[src/rtl/div.sv]
// Radix-2 restoring divider for DIV/DIVU; result is {remainder, quotient}. Optional early exit: DIV_EARLY_EXIT_EN.
// Latency: ready_o high after edge N+33 (N = accepting edge), N+1 for divide-by-zero or early exit.
// Backpressure: start_i is held until the result is consumed; END holds the result until start_i drops; annul_i flushes.
module div #(
    parameter int WIDTH = 32,
    parameter int CNT_W = 6
) (
    input  logic                 clk,
    input  logic                 rst,
    input  logic                 signed_div_i,
    input  logic [WIDTH-1:0]     opdata1_i,
    input  logic [WIDTH-1:0]     opdata2_i,
    input  logic                 start_i,
    input  logic                 annul_i,
    output logic [2*WIDTH-1:0]   result_o,
    output logic                 ready_o
);

    typedef enum logic [1:0] {FREE, BYZERO, ON, END} state_t;

    state_t              state;
    logic [CNT_W-1:0]    cnt;
    logic [WIDTH-1:0]    rem;
    logic [WIDTH-1:0]    dvd;       // dividend bits shift out, quotient bits shift in
    logic [WIDTH-1:0]    dvs;
    logic                neg_q;
    logic                neg_r;
    logic [2*WIDTH-1:0]  res_hold;

    logic [WIDTH-1:0]    abs1;
    logic [WIDTH-1:0]    abs2;
    logic [WIDTH:0]      rem_sh;
    logic [WIDTH-1:0]    rem_sub;
    logic                sub_ok;
    logic [WIDTH-1:0]    q_fin;
    logic [WIDTH-1:0]    r_fin;

    always_comb begin
        abs1    = (signed_div_i && opdata1_i[WIDTH-1]) ? -opdata1_i : opdata1_i;
        abs2    = (signed_div_i && opdata2_i[WIDTH-1]) ? -opdata2_i : opdata2_i;
        rem_sh  = {rem, dvd[WIDTH-1]};
        sub_ok  = (rem_sh >= {1'b0, dvs});
        // True difference is below dvs whenever it is kept, so WIDTH bits suffice.
        rem_sub = rem_sh[WIDTH-1:0] - dvs;
        q_fin   = neg_q ? -dvd : dvd;
        r_fin   = neg_r ? -rem : rem;
    end

    always_ff @(posedge clk) begin
        if (rst) begin
            state    <= FREE;
            result_o <= '0;
            ready_o  <= 1'b0;
            cnt      <= '0;
            rem      <= '0;
            dvd      <= '0;
            dvs      <= '0;
            neg_q    <= 1'b0;
            neg_r    <= 1'b0;
            res_hold <= '0;
        end else begin
            case (state)
                FREE: begin
                    ready_o  <= 1'b0;
                    result_o <= '0;
                    if (start_i && !annul_i) begin
                        neg_q <= signed_div_i & (opdata1_i[WIDTH-1] ^ opdata2_i[WIDTH-1]);
                        neg_r <= signed_div_i & opdata1_i[WIDTH-1];
                        dvd   <= abs1;
                        dvs   <= abs2;
                        rem   <= '0;
                        cnt   <= '0;
                        if (opdata2_i == '0) begin
                            state <= BYZERO;
                        end
`ifdef DIV_EARLY_EXIT_EN
                        else if (abs2 > abs1) begin
                            // Quotient is zero and the remainder is the untouched dividend.
                            res_hold <= {opdata1_i, {WIDTH{1'b0}}};
                            state    <= END;
                        end
`endif
                        else begin
                            state <= ON;
                        end
                    end
                end

                BYZERO: begin
                    if (annul_i) begin
                        state <= FREE;
                    end else begin
                        res_hold <= '0;
                        result_o <= '0;
                        ready_o  <= 1'b1;
                        state    <= END;
                    end
                end

                ON: begin
                    if (annul_i) begin
                        ready_o  <= 1'b0;
                        result_o <= '0;
                        state    <= FREE;
                    end else if (cnt == CNT_W'(WIDTH)) begin
                        res_hold <= {r_fin, q_fin};
                        result_o <= {r_fin, q_fin};
                        ready_o  <= 1'b1;
                        state    <= END;
                    end else begin
                        rem <= sub_ok ? rem_sub : rem_sh[WIDTH-1:0];
                        dvd <= {dvd[WIDTH-2:0], sub_ok};
                        cnt <= cnt + CNT_W'(1);
                    end
                end

                END: begin
                    if (annul_i || !start_i) begin
                        ready_o  <= 1'b0;
                        result_o <= '0;
                        state    <= FREE;
                    end else begin
                        ready_o  <= 1'b1;
                        result_o <= res_hold;
                    end
                end

                default: begin
                    ready_o  <= 1'b0;
                    result_o <= '0;
                    state    <= FREE;
                end
            endcase
        end
    end

endmodule

[config.mk]
export PLATFORM = sky130hd
export DESIGN_NAME = div
export DESIGN_NICKNAME = d
export VERILOG_FILES = /design/src/rtl/div.sv
export SDC_FILE = /design/constraint.sdc
export NUM_CORES = 1
export LEC_CHECK = 0
export ABC_AREA = 1
export CAP_MARGIN = 20
export CORE_MARGIN = 2
export CORE_UTILIZATION = 45
export DETAILED_ROUTE_END_ITERATION = 7
export HOLD_SLACK_MARGIN = 0.03
export PLACE_DENSITY = 0.77
export SLEW_MARGIN = 30
export SYNTH_ARGS = -nofsm -noshare
export SYNTH_HDL_FRONTEND = slang
export SYNTH_SLANG_ARGS = --single-unit
[constraint.sdc]
create_clock -name clk -period 4.15 [get_ports clk]
set_clock_uncertainty 0.1 [all_clocks]
set_input_delay 0.6225 -clock clk [delete_from_list [all_inputs] [get_ports clk]]
set_output_delay 0.6225 -clock clk [all_outputs]
set_load 0.01 [all_outputs]
---- Word level (Yosys, flattened, before mapping) ----
Index checks and enable logic that the tools add are counted.
storage, ports and cells
  input bits .............................. 69
  output and inout bits ................... 65
  bits in registers ....................... 235
cells by class
  order comparisons ....................... 1
  reduce and logical (&&, ||, !) cells .... 15
  equal/unequal tests ..................... 11
  multiplexer cells ....................... 36
  $add $sub $neg .......................... 6
  bitwise operators ....................... 3
operators by type and width
  operator             count
  $mux 32              11
  $mux 64              5
  $pmux 64 s4          1
  $neg 32->32          4
  $pmux 32 s2          2
  $pmux 64 s2          1
  $ge 33x32->1         1
  $logic_not 32->1     1
  $sub 32x32->32       1
  $mux 6               3
  $mux 2               6
  $ne 2x2->1 const B   6
  $pmux 6 s2           1
  $pmux 2 s4           1
  $reduce_and 4->1     2
  $add 6x1->6 const B  1
  $eq 6x6->1 const B   1
  $eq 2x2->1 const B   2
  $mux 1               4
  $pmux 1 s4           1
  $reduce_and 2->1     2
  $reduce_bool 2->1    2
  $logic_and 1x1->1    3
  $ne 3x3->1 const B   1
  7 further kinds      9

---- Depth between registers and ports, before layout ----
Gate-level depths: netlist of the first run.
  depth in word-level cells ............... 5
  mapped depth ............................ 16

---- Worst setup path after synthesis of the first run ----
Ideal clock, no wire load.
  path type ............................... input-to-reg
  from .................................... in opdata2_i[0]
  to ...................................... reg state[0]
  setup slack ............................. 2.038 ns
  buffers on the path ..................... 0
  library setup time ...................... 0.058 ns
  stages on the path ...................... 12
  arrival ................................. 1.954 ns
  cells stage by stage .................... inv_1 ha_1 nand2_1 nor2_2 nand3_1 nor2_2 nand3_1 nor2_1 nand2_1 o21ai_1 o211ai_1 inv_1
between the ends
  word-level cells in the longest chain between the ends .. 4
ends and longest elaborated chain
  element               RTL line  RTL
  start, declared       12        input logic [WIDTH-1:0] opdata2_i,
  $logic_not 32->1      73        if (opdata2_i == '0) begin
  $mux 2                73
  $mux 2                66        if (start_i && !annul_i) begin
  $pmux 2 s4            62        case (state)
  end signal, assigned  74        state <= BYZERO;
  end signal, assigned  84        state <= ON;
  end signal, assigned  91        state <= FREE;
  end, declared         21        state_t state;
No other way between the ends. The select of a mux whose other input is x is not followed.
A chain may end at the register's enable or synchronous reset.

---- Worst setup path after layout of the first run ----
  from .................................... reg state[0]
  to ...................................... reg rem[27]
between the ends
  word-level cells in the longest chain between the ends .. 3
ends and longest elaborated chain
  element                                                    RTL line  RTL
  start signal, assigned                                     51        state <= FREE;
  start signal, assigned                                     74
  start signal, assigned                                     84
  $eq 2x2->1 or $logic_not 2->1 (tied branches)              62
  $ne 2x2->1 (no line) or $reduce_bool 2->1 (tied branches)  n/a
  $reduce_and 4->1 (no line)                                 n/a
  end signal, assigned                                       111       rem <= sub_ok ? rem_sub : rem_sh[WIDTH-1:0];
  end, declared                                              23        logic [WIDTH-1:0] rem;
Parallel ways exist; a longest one is shown, timed or not.

==> summary.md, run 1 <==
| Metric | Value |
|---|---|
| Status | completed |
| Number of H-tree levels | 1 |
| Post-DP HPWL | a little under 40000 um |
| Tot GR Track Use | 27.2% |
| Clock power frac | between 20% and 30% |
| Fin. max-slew vios | 0 |
| Pwr dens | 554 nW/um^2 |
| R2R Path Start | state[0] |
| Cell Int Power | 0.00551 W |
| Hold-fix buffers, CTS | 0 |
| Number of setup buffers added after CTS | 0 |
| Post-route cell area | 18300 um^2 |
| Slew margin rel. | 39.4% |
| EDFF count, synth | 0 |
| Cell depth of the worst flop-to-flop path | 12 |
| CTS tree | built |
| DP Area | 17400 um^2 |
| Hold Crit Depth | 2 |
| Synthesized Nets | 2741 |
| R2r setup slk | between 1 and 1.5 ns |
| RSZ-0062 raised after global routing | no |
| Worst reg2reg endpoint | rem[27] |
| Fillers | 3552 |
| Dominant synthesized flop cell | dfxtp_1 |
| LEAKAGE | 8.17 nW |
| Crit path launch type | register |
| Ant diodes | 0 |
| Flops & latches, synth | 235 |
| Mapped Area | 15800 um^2 |
| Peak Freq | 330 MHz |
| Ports | 134 |
| Largest net degree at the start of global routing | 83 |
| Most common cell after layout, fill and taps aside | nand2_1 |
| Num CTS Buffers | 26 |
| Die ar. | ~37000 um^2 |
| CTS clk-pin slew, worst paths | 0.06 ns |
| Vias in the first global route | 15300 |
| CP Max Fanout | 44 |
| # port buffers | around 130 |
| Die height | about 190 um |
| Final Hold Viols | 0 |
| Final setup vio count | 0 |
| Max_cap viols | 0 |
| Synth Area per Inst | 6.02 um^2 |
| First-pass detailed-route iteration total | 5 |
| Hold WC Path Type | register to register |
| Comb power frac | between 40% and 50% |
| Initial Utilization | 45.8% |
| Sw power | ~0.0046 W |
| Site row count | 68 |
| DRT iter0 DRCs | 1663 |
| Total number of vias | 17000 |
| Crit Path Class | register to register |
| TNS Setup | 0 ns |
| CP Data Arrival Time | between 3 and 4 ns |
| Post-DRT Antenna Nets | 0 |
| Initial antenna violation count | 0 |
| Synth Instances | 2629 |
| Detail-routed net length per standard cell | between 15 and 20 um |
| Sw Ratio | between 40% and 50% |
| Final nets | 2813 |
| WHS Endpoint | res_hold[4] |
| Part of the cycle the worst path needs | 73.1% |
| Via density per instance | 5.36 |
| Most frequent cells in the layout | nand2_1 (816), inv_1 (344), a21oi_1 (239) |
| Die W | 192 um |
| Seq/Total Area, Yosys | 29.7% |
| Sequential Power Share | between 20% and 30% |
| Syn. warnings | 0 |
| Clk_lat worst skew | approximately 0.55 ns |
| Hold Path Origin | res_hold[4] |
| Ys async rst share | 0% |
| Critical Path Sink Type | register |
| Layout cells sized above 1 | 3.75% |
| Critical Path RT | 4.52 ns |
| Clock Tree Buf Depth | 3 |
| PostCTS Resize Cnt | 0 |
| Worst Tran Pin Value | 0.907 ns |
| Total gr overflow | 0 |
| First-pass GRT wire length | 81000 um |
| CTS root buffer | clkbuf_16 |
| RD Place Congestion | between 0.9 and 1 |
| Residual DRC | 0 |
| Number of distinct library cells after synthesis | 50 |
| CTS sink cnt | 235 |
| Min Tclk post-route | between 3 and 4 ns |
| Core box area | 34500 um^2 |
| VDD IR max | 543 uV |
| WL final | 50600 um |
| Area Growth Syn to Fin | 15.6% |
power by group through the flow:
stage	clock, W	combinational (W)	sequential, W
after global placement	0	0.00464	0.00282
after floorplan	0	0.00353	0.00273
after global routing	0.00264	0.00536	0.00282
after detailed placement	0	0.00467	0.00283
after CTS	0.00256	0.00470	0.00279
final	0.00253	0.00480	0.00280
logic make-up (layout without fill, tap and decap cells):
group                    after synthesis  count (layout)  synth area share, %
AND/OR/NAND/NOR                     1379            1379                 36.7
adder cells (fa/ha/maj)               43              43                 3.45
AO/OA/AOI/OAI                        459             459                 15.9
buffers and inverters                470             559                 11.8
XOR/XNOR                              43              43                 2.38
flip-flops                           235             235                 29.7
Yosys cell counts (2+ instances only):
| library cell | instances | area (um^2) |
|---|---|---|
| a32o_1 | 4 | 40.0 |
| nand3_1 | 225 | 1130 |
| o221ai_1 | 4 | 35.0 |
| o21ai_1 | 4 | 20.0 |
| nand3b_1 | 4 | 30.0 |
| xor2_1 | 29 | 254 |
| o21a_1 | 12 | 90.1 |
| buf_2 | 31 | 155 |
| o21bai_1 | 2 | 15.0 |
| nor2_2 | 4 | 25.0 |
| nand2_2 | 6 | 37.5 |
| dfxtp_1 | 235 | 4700 |
| o211ai_1 | 13 | 97.6 |
| a21oi_1 | 239 | 1200 |
| o21ai_2 | 3 | 26.3 |
| inv_1 | 345 | 1290 |
| buf_6 | 8 | 90.1 |
| clkbuf_1 | 65 | 244 |
| nor4_1 | 2 | 12.5 |
| nor2_1 | 206 | 773 |
| inv_2 | 12 | 45.0 |
| nand2_1 | 816 | 3060 |
| o22ai_1 | 37 | 231 |
| a31oi_1 | 19 | 119 |
| nand4_1 | 73 | 457 |
| buf_4 | 3 | 22.5 |
| nor2_4 | 2 | 22.5 |
| a21o_1 | 2 | 15.0 |
| o31ai_1 | 3 | 22.5 |
| or2_2 | 4 | 25.0 |
| nor3b_1 | 2 | 15.0 |
| o21ai_0 | 112 | 561 |
| and2_1 | 5 | 31.3 |
| clkinv_1 | 3 | 11.3 |
| nor3_1 | 24 | 120 |
| ha_1 | 42 | 526 |
| xnor2_1 | 14 | 123 |
| buf_1 | 3 | 11.3 |
stage by stage:
stage	setup WS (ns)	cells	hold WS, ns	utilization (%)	total power, W
2_1_floorplan	2.04	2629	0.330	-	0.00626
3_3_place_gp	0.830	3128	0.344	50.3	0.00746
3_5_place_dp	0.765	3128	0.351	50.3	0.00751
4_1_cts	1.21	3173	0.360	53.0	0.0100
5_1_grt	0.872	3173	0.375	53.0	0.0108
6_report	1.12	3173	0.362	53.0	0.0101
sequential cells by signal, summed over array words and instances, names as in the netlist:
name,cells
cnt,6
res_hold,64
neg_q,1
rem,32
state,2
dvd,32
result_o,64
dvs,32
ready_o,1
neg_r,1
routing by layer:
metal  GRT usage [%]  up-vias  wire (um)
li1                -     8660          -
met1            42.0     7666      25300
met2            40.2      634      20700
met3            3.07       58       3680
met4            5.89        0        942
met5               0        -          0
how the worst max path moves through the flow:
| stage | startpoint | to | slack [ns] |
|---|---|---|---|
| 3_5_place_dp | annul_i | rem[26] | 0.76 |
| 6_report | state[0] | rem[27] | 1.12 |
| 3_3_place_gp | annul_i | rem[28] | 0.83 |
| 2_1_floorplan | opdata2_i[0] | state[0] | 2.04 |
| 5_1_grt | state[0] | rem[27] | 0.87 |
| 4_1_cts | state[0] | rem[26] | 1.21 |
worst max-delay path: stages (launching register included):
cell,delay (ns)
dfxtp_1,0.42
inv_1,0.09
ha_1,0.36
inv_1,0.16
or2_1,0.28
nand2_2,0.10
inv_2,0.07
nand2_2,0.21
inv_2,0.66
nand2_2,0.20
nand2_1,0.10
nand2_1,0.06
a21oi_1,0.13
layout make-up:
type	count	area (um^2)	share of cell area, %
Timing Repair Buffer	154	1490	8.15
Clock inverter	13	239	1.31
Sequential cell	235	4700	25.7
Tap cell	455	569	3.11
Clock buffer	32	693	3.79
Inverter	360	1350	7.39
Multi-Input combinational cell	1924	9250	50.5
Power figures use the tool's default switching activity.
==> run 2, diff against run 1 <==
- clock period: 4.15 -> 2.88 ns (I/O delays scaled with it)
==> run 2 against run 1 <==
- sequential cell count unchanged
- combinational power up 54%
- count of clock-buffer cells in the layout up 3
- routed wire length up 1.7%
- worst setup slack worse by 0.82 ns
- via count up 1.3%
- die area unchanged
==> summary.md, run 2 (synthesis results as in run 1) <==
| Metric | Value |
|---|---|
| Status | completed (unchanged) |
| Ports | 134 (unchanged) |
| Final core occ | 54.2% (was 53.0%) |
| WL final | 51500 um (was 50600 um) |
| Via density per instance | 5.37 (was 5.36) |
| Critical Path Sink Type | register (unchanged) |
| Number of setup buffers added after CTS | 0 (unchanged) |
| Post-DRT Antenna Nets | 0 (unchanged) |
| CTS root buffer | clkbuf_16 (unchanged) |
| Vias in the first global route | 15200 (was 15300) |
| TNS Setup | 0 ns (unchanged) |
| Worst Path Buf+Inv | 2 (was 4) |
| CP Max Fanout | 27 (was 44) |
| Final nets | 2849 (was 2813) |
| Peak Freq | 388 MHz (was 330 MHz) |
| Initial antenna violation count | 0 (unchanged) |
| Slew margin rel. | 54.8% (was 39.4%) |
| CP delay by family, top | simple AND/OR/NAND/NOR gates (was buffers and inverters) |
| Placed Instances | 3164 (was 3128) |
| Met2 Wirelength | 20600 um (was 20700 um) |
| CTS clk-pin slew, worst paths | 0.07 ns (was 0.06 ns) |
| Hold-fix buffers, CTS | 0 (unchanged) |
| Num CTS Buffers | 26 (unchanged) |
| Largest net degree at the start of global routing | 80 (was 83) |
| Final Hold Viols | 0 (unchanged) |
| Hold WC Path Type | primary input to register (was register to register) |
| RSZ-0062 raised after global routing | no (unchanged) |
| Total number of vias | 17200 (was 17000) |
| Non-Filler Instances | 3210 (was 3173) |
| DRT iter0 DRCs | 1713 (was 1663) |
| Worst hold slack | 0.189 ns (was 0.362 ns) |
| CTS sink cnt | 235 (unchanged) |
| CP dominant cell by count | nand2_1 (was nand2_2) |
| Total gr overflow | 0 (unchanged) |
| Initial Utilization | 45.8% (unchanged) |
| Tot GR Track Use | 27.5% (was 27.2%) |
| Most frequent cells in the layout | nand2_1 (816), inv_1 (345), a21oi_1 (239) (was nand2_1 (816), inv_1 (344), a21oi_1 (239)) |
| Site row count | 68 (unchanged) |
| Uppermost layer routed | met4 (unchanged) |
| Die W | 192 um (unchanged) |
| Clock Tree Buf Depth | 3 (unchanged) |
| Layout cells sized above 1 | 5.05% (was 3.75%) |
| Worst Tran Pin Value | 0.671 ns (was 0.907 ns) |
| Wl on met1 | 25900 um (was 25300 um) |
| Sequence of cells on the critical path | ha_1, nand2_1, nor2_1, nand2_1, nor2_1, nand2_1, nand2_1, nor2_4, buf_4, nand3_1, nand2_1, inv_1, nand2_1, a21oi_1 (was inv_1, ha_1, inv_1, or2_1, nand2_2, inv_2, nand2_2, inv_2, nand2_2, nand2_1, nand2_1, a21oi_1) |
| First-pass GRT wire length | 81500 um (was 81000 um) |
| VDD IR max | 452 uV (was 543 uV) |
| Detail-routed net length per standard cell | 16.0 um (was 15.9 um) |
| CP Data Arrival Time | 2.96 ns (was 3.40 ns) |
| PostCTS Resize Cnt | 0 (unchanged) |
| Metal3 WL | 3790 um (was 3680 um) |
| Residual DRC | 0 (unchanged) |
| Pwr dens | 806 nW/um^2 (was 554 nW/um^2) |
| Area Growth Syn to Fin | 18.2% (was 15.6%) |
| Min Tclk post-route | 2.58 ns (was 3.03 ns) |
| Fin. max-slew vios | 0 (unchanged) |
| Slowest-stage cell, CP | ha_1 (was inv_2) |
| Post-DP HPWL | 39700 um (was 38500 um) |
| Number of H-tree levels | 1 (unchanged) |
| LEAKAGE | 8.41 nW (was 8.17 nW) |
| Most common cell after layout, fill and taps aside | nand2_1 (unchanged) |
| Biggest registers after layout | res_hold x64, result_o x64 (unchanged) |
| # port buffers | 133 (unchanged) |
| Max_cap viols | 0 (unchanged) |
| Final setup vio count | 0 (unchanged) |
| Clk_lat worst skew | 0.54 ns (was 0.55 ns) |
| Crit Path Class | register to register (unchanged) |
| Core box area | 34500 um^2 (unchanged) |
| Crit path launch type | register (unchanged) |
| Die ar. | 36700 um^2 (unchanged) |
| First-pass detailed-route iteration total | 8 (was 5) |
| Ant diodes | 0 (unchanged) |
| Part of the cycle the worst path needs | 89.6% (was 73.1%) |
| Critical Path RT | 3.26 ns (was 4.52 ns) |
| CP max stage delay | 0.44 ns (was 0.66 ns) |
| RD Place Congestion | 0.927 (was 0.997) |
| Die height | 192 um (unchanged) |
| CTS tree | built (unchanged) |
## run 2: worst paths after layout
kind         slack, ns  cells past startpoint          end        start
max               0.30                     14      rem[30]      rem[18]
max reg2reg       0.30                     14      rem[30]      rem[18]
min               0.19                      2      dvd[10]          rst
min reg2reg       0.36                      2  res_hold[0]  res_hold[0]
## run 2: routing by layer
metal	global-route usage [%]	up-vias
li1	-	8719
met1	42.9	7814
met2	39.5	636
met3	3.21	62
met4	6.45	0
met5	0	-
## run 2: stage by stage
| stage | total power (W) | cell area (um^2) | worst slack (ns) |
|---|---|---|---|
| 3_3_place_gp | 0.0112 | 17800 | -0.0620 |
| 5_1_grt | 0.0161 | 18700 | 0.142 |
| 2_1_floorplan | 0.00902 | 15800 | 0.819 |
| 3_5_place_dp | 0.0112 | 17800 | -0.0373 |
| 4_1_cts | 0.0150 | 18700 | 0.340 |
| 6_report | 0.0151 | 18700 | 0.300 |
## run 2: layout make-up
class / count / area [um^2]
clock buffer: 35 / 756
inverter: 360 / 1350
multi-input combinational: 1924 / 9250
timing repair buffer: 190 / 1890
clock inverter: 11 / 194
sequential: 235 / 4700
fill: 3528 / 15800
tap: 455 / 569
## run 2: where the power goes
group,total [W],internal [W],switching (W)
clock network,0.00371,0.00229,0.00142
registers,0.00400,0.00362,0.000383
logic,0.00737,0.00237,0.00499
total,0.0151,0.00828,0.00679
==> run 3, diff against run 2 <==
- GPL_ROUTABILITY_DRIVEN: default -> 1
==> results of run 3 <==
No change in the layout: final DEF, timing and power equal those of run 2.
